`src/rtl/video_timing_gen.sv`:
```
`default_nettype none
// +--------------------------------------------------------------------------+
// | video_timing_gen                                                         |
// | Raster position counter with registered sync/blank/frame decode and      |
// | enable-gated delayed copies of sync and draw-enable.                     |
// | Revision: 1.0                                                            |
// +--------------------------------------------------------------------------+
module video_timing_gen #(
   parameter int   H_ACTIVE   = 1280,
   parameter int   H_FP       = 110,
   parameter int   H_SYNC     = 40,
   parameter int   H_BP       = 220,
   parameter int   V_ACTIVE   = 720,
   parameter int   V_FP       = 5,
   parameter int   V_SYNC     = 5,
   parameter int   V_BP       = 20,
   parameter logic SYNC_POL   = 1'b1,
   parameter int   PIPE_DELAY = 4,
   parameter int   FC_WIDTH   = 6
) (
   input  logic                pixel_clk_in,
   input  logic                rst_in,
   input  logic                pixel_en_in,
   output logic [10:0]         hcount_out,
   output logic [9:0]          vcount_out,
   output logic                hsync_out,
   output logic                vsync_out,
   output logic                active_draw_out,
   output logic                new_frame_out,
   output logic [FC_WIDTH-1:0] frame_count_out,
   output logic                hsync_d_out,
   output logic                vsync_d_out,
   output logic                active_draw_d_out
);

   localparam int H_TOTAL = H_ACTIVE + H_FP + H_SYNC + H_BP;
   localparam int V_TOTAL = V_ACTIVE + V_FP + V_SYNC + V_BP;

   // One extra bit so a boundary equal to the full count width still compares correctly
   localparam logic [11:0] C_H_LAST   = 12'(H_TOTAL - 1);
   localparam logic [11:0] C_H_ACTIVE = 12'(H_ACTIVE);
   localparam logic [11:0] C_HS_START = 12'(H_ACTIVE + H_FP);
   localparam logic [11:0] C_HS_END   = 12'(H_ACTIVE + H_FP + H_SYNC);
   localparam logic [10:0] C_V_LAST   = 11'(V_TOTAL - 1);
   localparam logic [10:0] C_V_ACTIVE = 11'(V_ACTIVE);
   localparam logic [10:0] C_V_NF     = 11'(V_ACTIVE - 1);
   localparam logic [10:0] C_VS_START = 11'(V_ACTIVE + V_FP);
   localparam logic [10:0] C_VS_END   = 11'(V_ACTIVE + V_FP + V_SYNC);

   if (H_TOTAL > 2048) begin : g_bad_htotal
      $error("video_timing_gen: H_TOTAL exceeds 2048");
   end
   if (V_TOTAL > 1024) begin : g_bad_vtotal
      $error("video_timing_gen: V_TOTAL exceeds 1024");
   end

   logic [10:0]         h_q, h_d, h_nxt;
   logic [9:0]          v_q, v_d, v_nxt;
   logic [10:0]         hcount_q, hcount_d;
   logic [9:0]          vcount_q, vcount_d;
   logic                hsync_q, hsync_d;
   logic                vsync_q, vsync_d;
   logic                active_q, active_d;
   logic                new_frame_q, new_frame_d;
   logic [FC_WIDTH-1:0] frame_count_q, frame_count_d;
   logic                h_wrap;
   logic [11:0]         h_ext;
   logic [10:0]         v_ext;

   always_comb begin
      h_wrap        = ({1'b0, h_q} == C_H_LAST);
      h_nxt         = h_wrap ? 11'd0 : h_q + 11'd1;
      v_nxt         = v_q;
      if (h_wrap) begin
         v_nxt = ({1'b0, v_q} == C_V_LAST) ? 10'd0 : v_q + 10'd1;
      end
      h_ext         = {1'b0, h_nxt};
      v_ext         = {1'b0, v_nxt};

      h_d           = h_q;
      v_d           = v_q;
      hcount_d      = hcount_q;
      vcount_d      = vcount_q;
      hsync_d       = hsync_q;
      vsync_d       = vsync_q;
      active_d      = active_q;
      new_frame_d   = 1'b0;
      frame_count_d = frame_count_q;

      if (pixel_en_in) begin
         h_d         = h_nxt;
         v_d         = v_nxt;
         hcount_d    = h_nxt;
         vcount_d    = v_nxt;
         hsync_d     = (h_ext >= C_HS_START && h_ext < C_HS_END) ? SYNC_POL : ~SYNC_POL;
         vsync_d     = (v_ext >= C_VS_START && v_ext < C_VS_END) ? SYNC_POL : ~SYNC_POL;
         active_d    = (h_ext < C_H_ACTIVE) && (v_ext < C_V_ACTIVE);
         new_frame_d = (h_ext == C_H_ACTIVE) && (v_ext == C_V_NF);
         if (new_frame_d) begin
            frame_count_d = frame_count_q + FC_WIDTH'(1);
         end
      end
   end

   // Position parks on the last pixel so the first enabled edge emits (0,0)
   always_ff @(posedge pixel_clk_in or posedge rst_in) begin
      if (rst_in) begin
         h_q           <= C_H_LAST[10:0];
         v_q           <= C_V_LAST[9:0];
         hcount_q      <= '0;
         vcount_q      <= '0;
         hsync_q       <= ~SYNC_POL;
         vsync_q       <= ~SYNC_POL;
         active_q      <= 1'b0;
         new_frame_q   <= 1'b0;
         frame_count_q <= '0;
      end else begin
         h_q           <= h_d;
         v_q           <= v_d;
         hcount_q      <= hcount_d;
         vcount_q      <= vcount_d;
         hsync_q       <= hsync_d;
         vsync_q       <= vsync_d;
         active_q      <= active_d;
         new_frame_q   <= new_frame_d;
         frame_count_q <= frame_count_d;
      end
   end

   assign hcount_out      = hcount_q;
   assign vcount_out      = vcount_q;
   assign hsync_out       = hsync_q;
   assign vsync_out       = vsync_q;
   assign active_draw_out = active_q;
   assign new_frame_out   = new_frame_q;
   assign frame_count_out = frame_count_q;

   if (PIPE_DELAY > 0) begin : g_pipe
      logic [PIPE_DELAY-1:0] hs_pipe_q, hs_pipe_d;
      logic [PIPE_DELAY-1:0] vs_pipe_q, vs_pipe_d;
      logic [PIPE_DELAY-1:0] ad_pipe_q, ad_pipe_d;

      // Stage 0 captures the registered outputs, giving exactly PIPE_DELAY of lag
      always_comb begin
         hs_pipe_d = hs_pipe_q;
         vs_pipe_d = vs_pipe_q;
         ad_pipe_d = ad_pipe_q;
         if (pixel_en_in) begin
            hs_pipe_d = PIPE_DELAY'({hs_pipe_q, hsync_q});
            vs_pipe_d = PIPE_DELAY'({vs_pipe_q, vsync_q});
            ad_pipe_d = PIPE_DELAY'({ad_pipe_q, active_q});
         end
      end

      always_ff @(posedge pixel_clk_in or posedge rst_in) begin
         if (rst_in) begin
            hs_pipe_q <= {PIPE_DELAY{~SYNC_POL}};
            vs_pipe_q <= {PIPE_DELAY{~SYNC_POL}};
            ad_pipe_q <= '0;
         end else begin
            hs_pipe_q <= hs_pipe_d;
            vs_pipe_q <= vs_pipe_d;
            ad_pipe_q <= ad_pipe_d;
         end
      end

      assign hsync_d_out       = hs_pipe_q[PIPE_DELAY-1];
      assign vsync_d_out       = vs_pipe_q[PIPE_DELAY-1];
      assign active_draw_d_out = ad_pipe_q[PIPE_DELAY-1];
   end else begin : g_nopipe
      assign hsync_d_out       = hsync_q;
      assign vsync_d_out       = vsync_q;
      assign active_draw_d_out = active_q;
   end

endmodule
`default_nettype wire

```
`config.mk`:
```
export PLATFORM = sky130hd
export DESIGN_NAME = video_timing_gen
export DESIGN_NICKNAME = d
export VERILOG_FILES = /design/src/rtl/video_timing_gen.sv
export SDC_FILE = /design/constraint.sdc
export NUM_CORES = 1
export LEC_CHECK = 0
export ABC_AREA = 0
export BUFFER_PORTS_ARGS = -buffer_cell sky130_fd_sc_hd__buf_2
export CORE_MARGIN = 8
export CORE_UTILIZATION = 30
export CTS_CLUSTER_DIAMETER = 40
export DETAILED_ROUTE_END_ITERATION = 12
export PLACE_DENSITY = 0.5
export SLEW_MARGIN = 20
export SYNTH_ARGS = -nofsm -noshare
export SYNTH_HDL_FRONTEND = slang
export SYNTH_SLANG_ARGS = --single-unit
```
`constraint.sdc`:
```
create_clock -name pixel_clk_in -period 3.6 [get_ports pixel_clk_in]
set_input_delay 0.18 -clock pixel_clk_in [delete_from_list [all_inputs] [get_ports pixel_clk_in]]
set_output_delay 0.18 -clock pixel_clk_in [all_outputs]
set_load 0.03 [all_outputs]
```
Word-level counts from Yosys, hierarchy flattened
Index checks and enable logic that the tools add are counted.

word-level totals
  bits in registers = 64
  bits in latches = 0
  bits in writable memories = 0
  bits in read-only memories = 0
  input port bits = 3
  output and inout bits = 34
  memories = 0

cells by class
  add/sub/neg operators = 3
  $mul = 0
  div/mod/pow operators = 0
  $lt $le $gt $ge = 6
  equality and inequality tests = 4
  shift operators = 0
  muxes and demuxes = 6
  bitwise operators = 0
  reduce and logical (&&, ||, !) cells = 5

operators by type and width
  cell                   number
  $eq 11x11->1 const B   2
  $lt 11x11->1 const B   2
  $eq 10x10->1 const B   2
  $lt 10x10->1 const B   2
  $mux 10                2
  $add 11x1->11 const B  1
  $ge 11x11->1 const B   1
  $mux 11                1
  $add 10x1->10 const B  1
  $ge 10x10->1 const B   1
  $add 6x1->6 const B    1
  $logic_and 1x1->1      4
  $mux 1                 3
  $reduce_and 2->1       1

Depth between registers and ports, before layout
  depth after elaboration = 6
  depth in mapped cells = 11
  depth with buffers taken out = 8

Worst setup path after synthesis
OpenSTA, ideal clock, no wires.

  path type = flip-flop to flip-flop
  start = reg h_q[1]
  end = reg frame_count_q[1], in the netlist frame_count_out[1]
  library setup time = 0.125 ns
  data arrival time = 2.565 ns
  data required time = 3.475 ns
  path slack = 0.910 ns
  cell stages (with the launch flop) = 10
  buffers on the path = 1
  cells stage by stage = dfrtp_1 > buf_2 > inv_1 > ha_1 > nor4b_4 > a22oi_1 > o221a_2 > a2111o_1 > or4_4 > mux2_4

between the ends
  word-level cells in the longest chain between the ends = 5

ends and longest elaborated chain
  element                                        RTL line  source
  start: declaration                             57        logic [10:0] h_q, h_d, h_nxt;
  start signal: assignment                       108       h_q <= C_H_LAST[10:0];
  $add 11x1->11 or $eq 11x11->1 (tied branches)  72, 71
  $mux 11 or $mux 10 (tied branches)             72, 74
  $eq 11x11->1 or $eq 10x10->1 (tied branches)   98        new_frame_d = (h_ext == C_H_ACTIVE) && (v_ext == C_V_NF);
  $logic_and 1x1->1 *                            98
  $reduce_and 2->1 (no source line) *            -
  end signal: assignment                         126       frame_count_q <= frame_count_d;
  end: declaration                               65        logic [FC_WIDTH-1:0] frame_count_q, frame_count_d;

Every way passes the cells marked *; elsewhere a longest branch is shown, timed or not.
A chain may end at the register's enable or synchronous reset.

Worst setup path in the final report
  start = reg h_q[0]
  end = reg frame_count_q[1], in the netlist frame_count_out[1]

The elaborated chain is that of the path after synthesis.

==> impl_metrics.env <==
export IMPL_run_status="finished, final reports clean"
export IMPL_max_freq_mhz=300
export IMPL_cpMaxStageDelayCell="sky130_fd_sc_hd__dfstp_2"
export IMPL_grt_use_total_pct=11.8
export IMPL_dr_first_iter_drc_count=138
export IMPL_synthSimpleGateAreaFrac_pct=19.9
export IMPL_post_syn_instances=356
export IMPL_gp_congestion=0.875
export IMPL_ctsResizeCount=0
export IMPL_areaGrowthSynthToFinish_pct=11.0
export IMPL_total_power_consumption_mw=1.84
export IMPL_grt_first_pass_wirelength_mm=14.2
export IMPL_horizontal_die_dimension_um=123
export IMPL_die_area_sq_mm=0.0150
export IMPL_synthMuxAreaShare_pct=5.65
export IMPL_total_negative_setup_slacks_ns=0
export IMPL_final_setup_skew_ns=0.00452
export IMPL_ctsHtreeMaxLevel=2
export IMPL_routed_wire_length_per_instance_um=16.8
export IMPL_route_detailed_vias_per_inst=5.37
export IMPL_worst_r2r_startpoint="h_q[0]"
export IMPL_critical_path_max_stage_delay_ns=0.69
export IMPL_netlist_cell_types=65
export IMPL_timing_max_slew_rel_slack_pct=60.5
export IMPL_synth_largest_type_area_fraction_pct=31.6
export IMPL_critPathCaptureType="register"
export IMPL_peakVddDrop_uv=189
export IMPL_regToRegSetupSlack_ns=0.27
export IMPL_power_net_switching_uw=670
export IMPL_p_clk_share_pct=26.7
export IMPL_post_route_drc_count=0
export IMPL_most_common_cell_after_layout_fill_and_taps_aside="sky130_fd_sc_hd__dfrtp_1"
export IMPL_mappedNetlistNets=364
export IMPL_total_leakage_power_nw=1.63
export IMPL_synth_top_family_by_area="simple AND/OR/NAND/NOR gates"
export IMPL_min_from="pixel_en_in"
export IMPL_layout_worst_path_cycle_share_pct=92.5
export IMPL_tritoncts="done"
export IMPL_rows=39
export IMPL_antenna_found_initial=0
export IMPL_detailroute_via_count=2757
export IMPL_placement_io_buffers=36
export IMPL_cts_bufs_inserted=5
export IMPL_worst_r2r_endpoint="frame_count_out[1]"
export IMPL_final_hold_violation_count=0
export IMPL_crit_type="reg -> reg"
export IMPL_proportion_of_register_bits_with_asynchronous_set_or_reset_after_synthesis_pct=100
export IMPL_clkSlewWorstSetupHoldPaths_ns=0.07
export IMPL_cts_root_to_sink_buffers=2
export IMPL_seq_power_share_pct=46.0
export IMPL_layout_common_cells="sky130_fd_sc_hd__dfrtp_1, sky130_fd_sc_hd__buf_2, sky130_fd_sc_hd__o21ai_0"
export IMPL_finalMaxSlewViolations=0
export IMPL_cts_setup_buffers=0
export IMPL_timing_critical_path_cells="ha_1 -> nand4_1 -> nor4_1 -> o211ai_1 -> a2111o_1 -> or4_4 -> mux2_4"
export IMPL_ioPinCount=37
export IMPL_finish_net_count=377
export IMPL_grt_start_max_net_pins=33
export IMPL_netSwitchingFraction_pct=36.5
export IMPL_core_area_sq_mm=0.0113
export IMPL_complex_gate_fraction_of_the_synthesized_area_pct=19.2
export IMPL_post_synth_xor_area_fraction_pct=4.88
export IMPL_mappedNetlistArea_sq_mm=0.00341
export IMPL_synth_seq_area_share_pct=41.6
export IMPL_required_ns=3.78
export IMPL_postRouteAntennaNets=0
export IMPL_adder_cell_area_share_of_the_yosys_netlist_pct=1.83
export IMPL_clock_sinks=56
export IMPL_grt_pass1_vias=2745
export IMPL_rsz_0062_raised_after_global_routing="false"
export IMPL_synth_warning_count=0
export IMPL_synth_seq_cells=56
export IMPL_ctsHoldBuffers=1
export IMPL_wirelength_mm=8.59
export IMPL_worstPathArrival_ns=3.51
export IMPL_transition_time_at_the_pin_with_the_least_slew_margin_ns=0.592
export IMPL_synth_enable_flop_cells=0
export IMPL_cp_start_kind="register"
export IMPL_num_antenna_cells=0
export IMPL_ys_flop_type="sky130_fd_sc_hd__dfrtp_1"
export IMPL_hold_class="in -> reg"
export IMPL_die_height_um=123
export IMPL_power_frac_comb_pct=27.3
export IMPL_dpl_hpwl_mm=6.26
export IMPL_post_synth_main_area_contributors="sky130_fd_sc_hd__dfrtp_1, sky130_fd_sc_hd__dfstp_2, sky130_fd_sc_hd__mux2_2, sky130_fd_sc_hd__o21ai_0, sky130_fd_sc_hd__xnor2_1"
export IMPL_cp_max_fo=15
export IMPL_drv_cap=0
export IMPL_syn_avg_cell_area_sq_um=9.58
export IMPL_ff2ff_path_depth=7
export IMPL_period_needed_ns=3.33
export IMPL_detailedRoute_firstPassIterationCount=5
export IMPL_setup_viol_count_final=0
export IMPL_post_route_cells_drive_above_1_share_pct=24.9
export IMPL_worst_hold_path_endpoint="vcount_out[6]"
export IMPL_pd_cells_mw_per_mm2=485
export IMPL_synth_top_cell_by_area="sky130_fd_sc_hd__dfrtp_1"
export IMPL_clk_insertion_delay_late_ns=0.29
export IMPL_grt_ovfl_total=0
export IMPL_cts_root_cell="sky130_fd_sc_hd__clkbuf_16"
export IMPL_worst_hold_path_num_cells=2
export IMPL_p_int_mw=1.17
export IMPL_initial_core_util_pct=30.2
[metrics by stage]
stage                     setup slack [ns]  std cells  hold WS, ns  instance area, sq um  util [%]
after floorplan                      0.910        356        0.432                  3410         -
after global placement               0.410        504        0.257                  3630      32.2
after detailed placement             0.301        504        0.258                  3630      32.2
after CTS                            0.287        513        0.251                  3780      33.6
after global routing                 0.111        513        0.266                  3780      33.6
final                                0.269        513        0.240                  3780      33.6
[registers in the layout, summed over array words and instances (netlist names)]
register and count:
hcount_out 6, g_pipe.ad_pipe_q 4, g_pipe.hs_pipe_q 4, v_q 10
active_draw_out 1, hsync_out 1, h_q 11, g_pipe.vs_pipe_q 4
frame_count_out 6, new_frame_out 1, vsync_out 1, vcount_out 7
[critical path, delay by kind of cell, from the launching register on]
family / cells / cell delay (ns)
simple gates: 3 / 1.12
compound gates: 2 / 0.71
flops: 1 / 0.69
fa+ha+maj: 1 / 0.38
mux: 1 / 0.31
[power by group through the flow]
| stage | sequential, mW | combinational [mW] | clock (mW) |
|---|---|---|---|
| global route | 0.859 | 0.552 | 0.538 |
| global placement | 0.858 | 0.503 | 0 |
| detailed placement | 0.853 | 0.503 | 0 |
| finish | 0.844 | 0.500 | 0.491 |
| floorplan | 0.817 | 0.428 | 0 |
| CTS | 0.842 | 0.506 | 0.510 |
[logic make-up after synthesis]
kind of cell	Yosys count
simple gates	115
mux	17
flops	56
buf+inv	50
xor+xnor	19
fa+ha+maj	5
compound gates	94
[synthesized netlist by cell type (4+ instances only)]
master,n
sky130_fd_sc_hd__mux2_2,14
sky130_fd_sc_hd__inv_1,12
sky130_fd_sc_hd__xnor2_1,13
sky130_fd_sc_hd__nand3_1,8
sky130_fd_sc_hd__buf_4,11
sky130_fd_sc_hd__nand3b_1,4
sky130_fd_sc_hd__and3_1,12
sky130_fd_sc_hd__clkbuf_1,16
sky130_fd_sc_hd__dfrtp_1,43
sky130_fd_sc_hd__nand2_1,22
sky130_fd_sc_hd__o21ai_0,25
sky130_fd_sc_hd__ha_1,5
sky130_fd_sc_hd__nor3_1,8
sky130_fd_sc_hd__xor2_1,6
sky130_fd_sc_hd__nor2_1,19
sky130_fd_sc_hd__o31ai_1,10
sky130_fd_sc_hd__nor4_1,8
sky130_fd_sc_hd__a31oi_1,4
sky130_fd_sc_hd__buf_2,8
sky130_fd_sc_hd__dfstp_2,13
sky130_fd_sc_hd__a21o_1,4
sky130_fd_sc_hd__nand4_1,9
sky130_fd_sc_hd__o2bb2ai_1,4
sky130_fd_sc_hd__a21oi_1,12
[routing by layer]
metal	vias to the layer above	wire length [um]	GRT usage [%]
met5	-	0	0
met1	1361	3860	14.9
met2	53	4270	20.1
li1	1331	-	-
met3	12	337	2.25
met4	0	127	3.43
[worst max-delay path by stage]
stage / depth (start not counted) / slack, ns / endpoint / from
finish: 7 / 0.27 / frame_count_out[1] / h_q[0]
CTS: 7 / 0.29 / frame_count_out[1] / h_q[0]
detailed placement: 7 / 0.30 / frame_count_out[1] / h_q[0]
global placement: 7 / 0.41 / frame_count_out[1] / h_q[0]
global route: 7 / 0.11 / frame_count_out[1] / h_q[0]
floorplan: 9 / 0.91 / frame_count_out[1] / h_q[1]
[area by class of cell]
type | instances | area (sq um)
Sequential cell | 56 | 1420
Clock buffer | 5 | 125
Fill cell | 1171 | 7490
Tap cell | 143 | 179
Timing Repair Buffer | 44 | 243
Inverter | 12 | 45.0
Multi-Input combinational cell | 250 | 1750
Clock inverter | 3 | 22.5
Note: power is estimated with default switching activity, not from simulation.
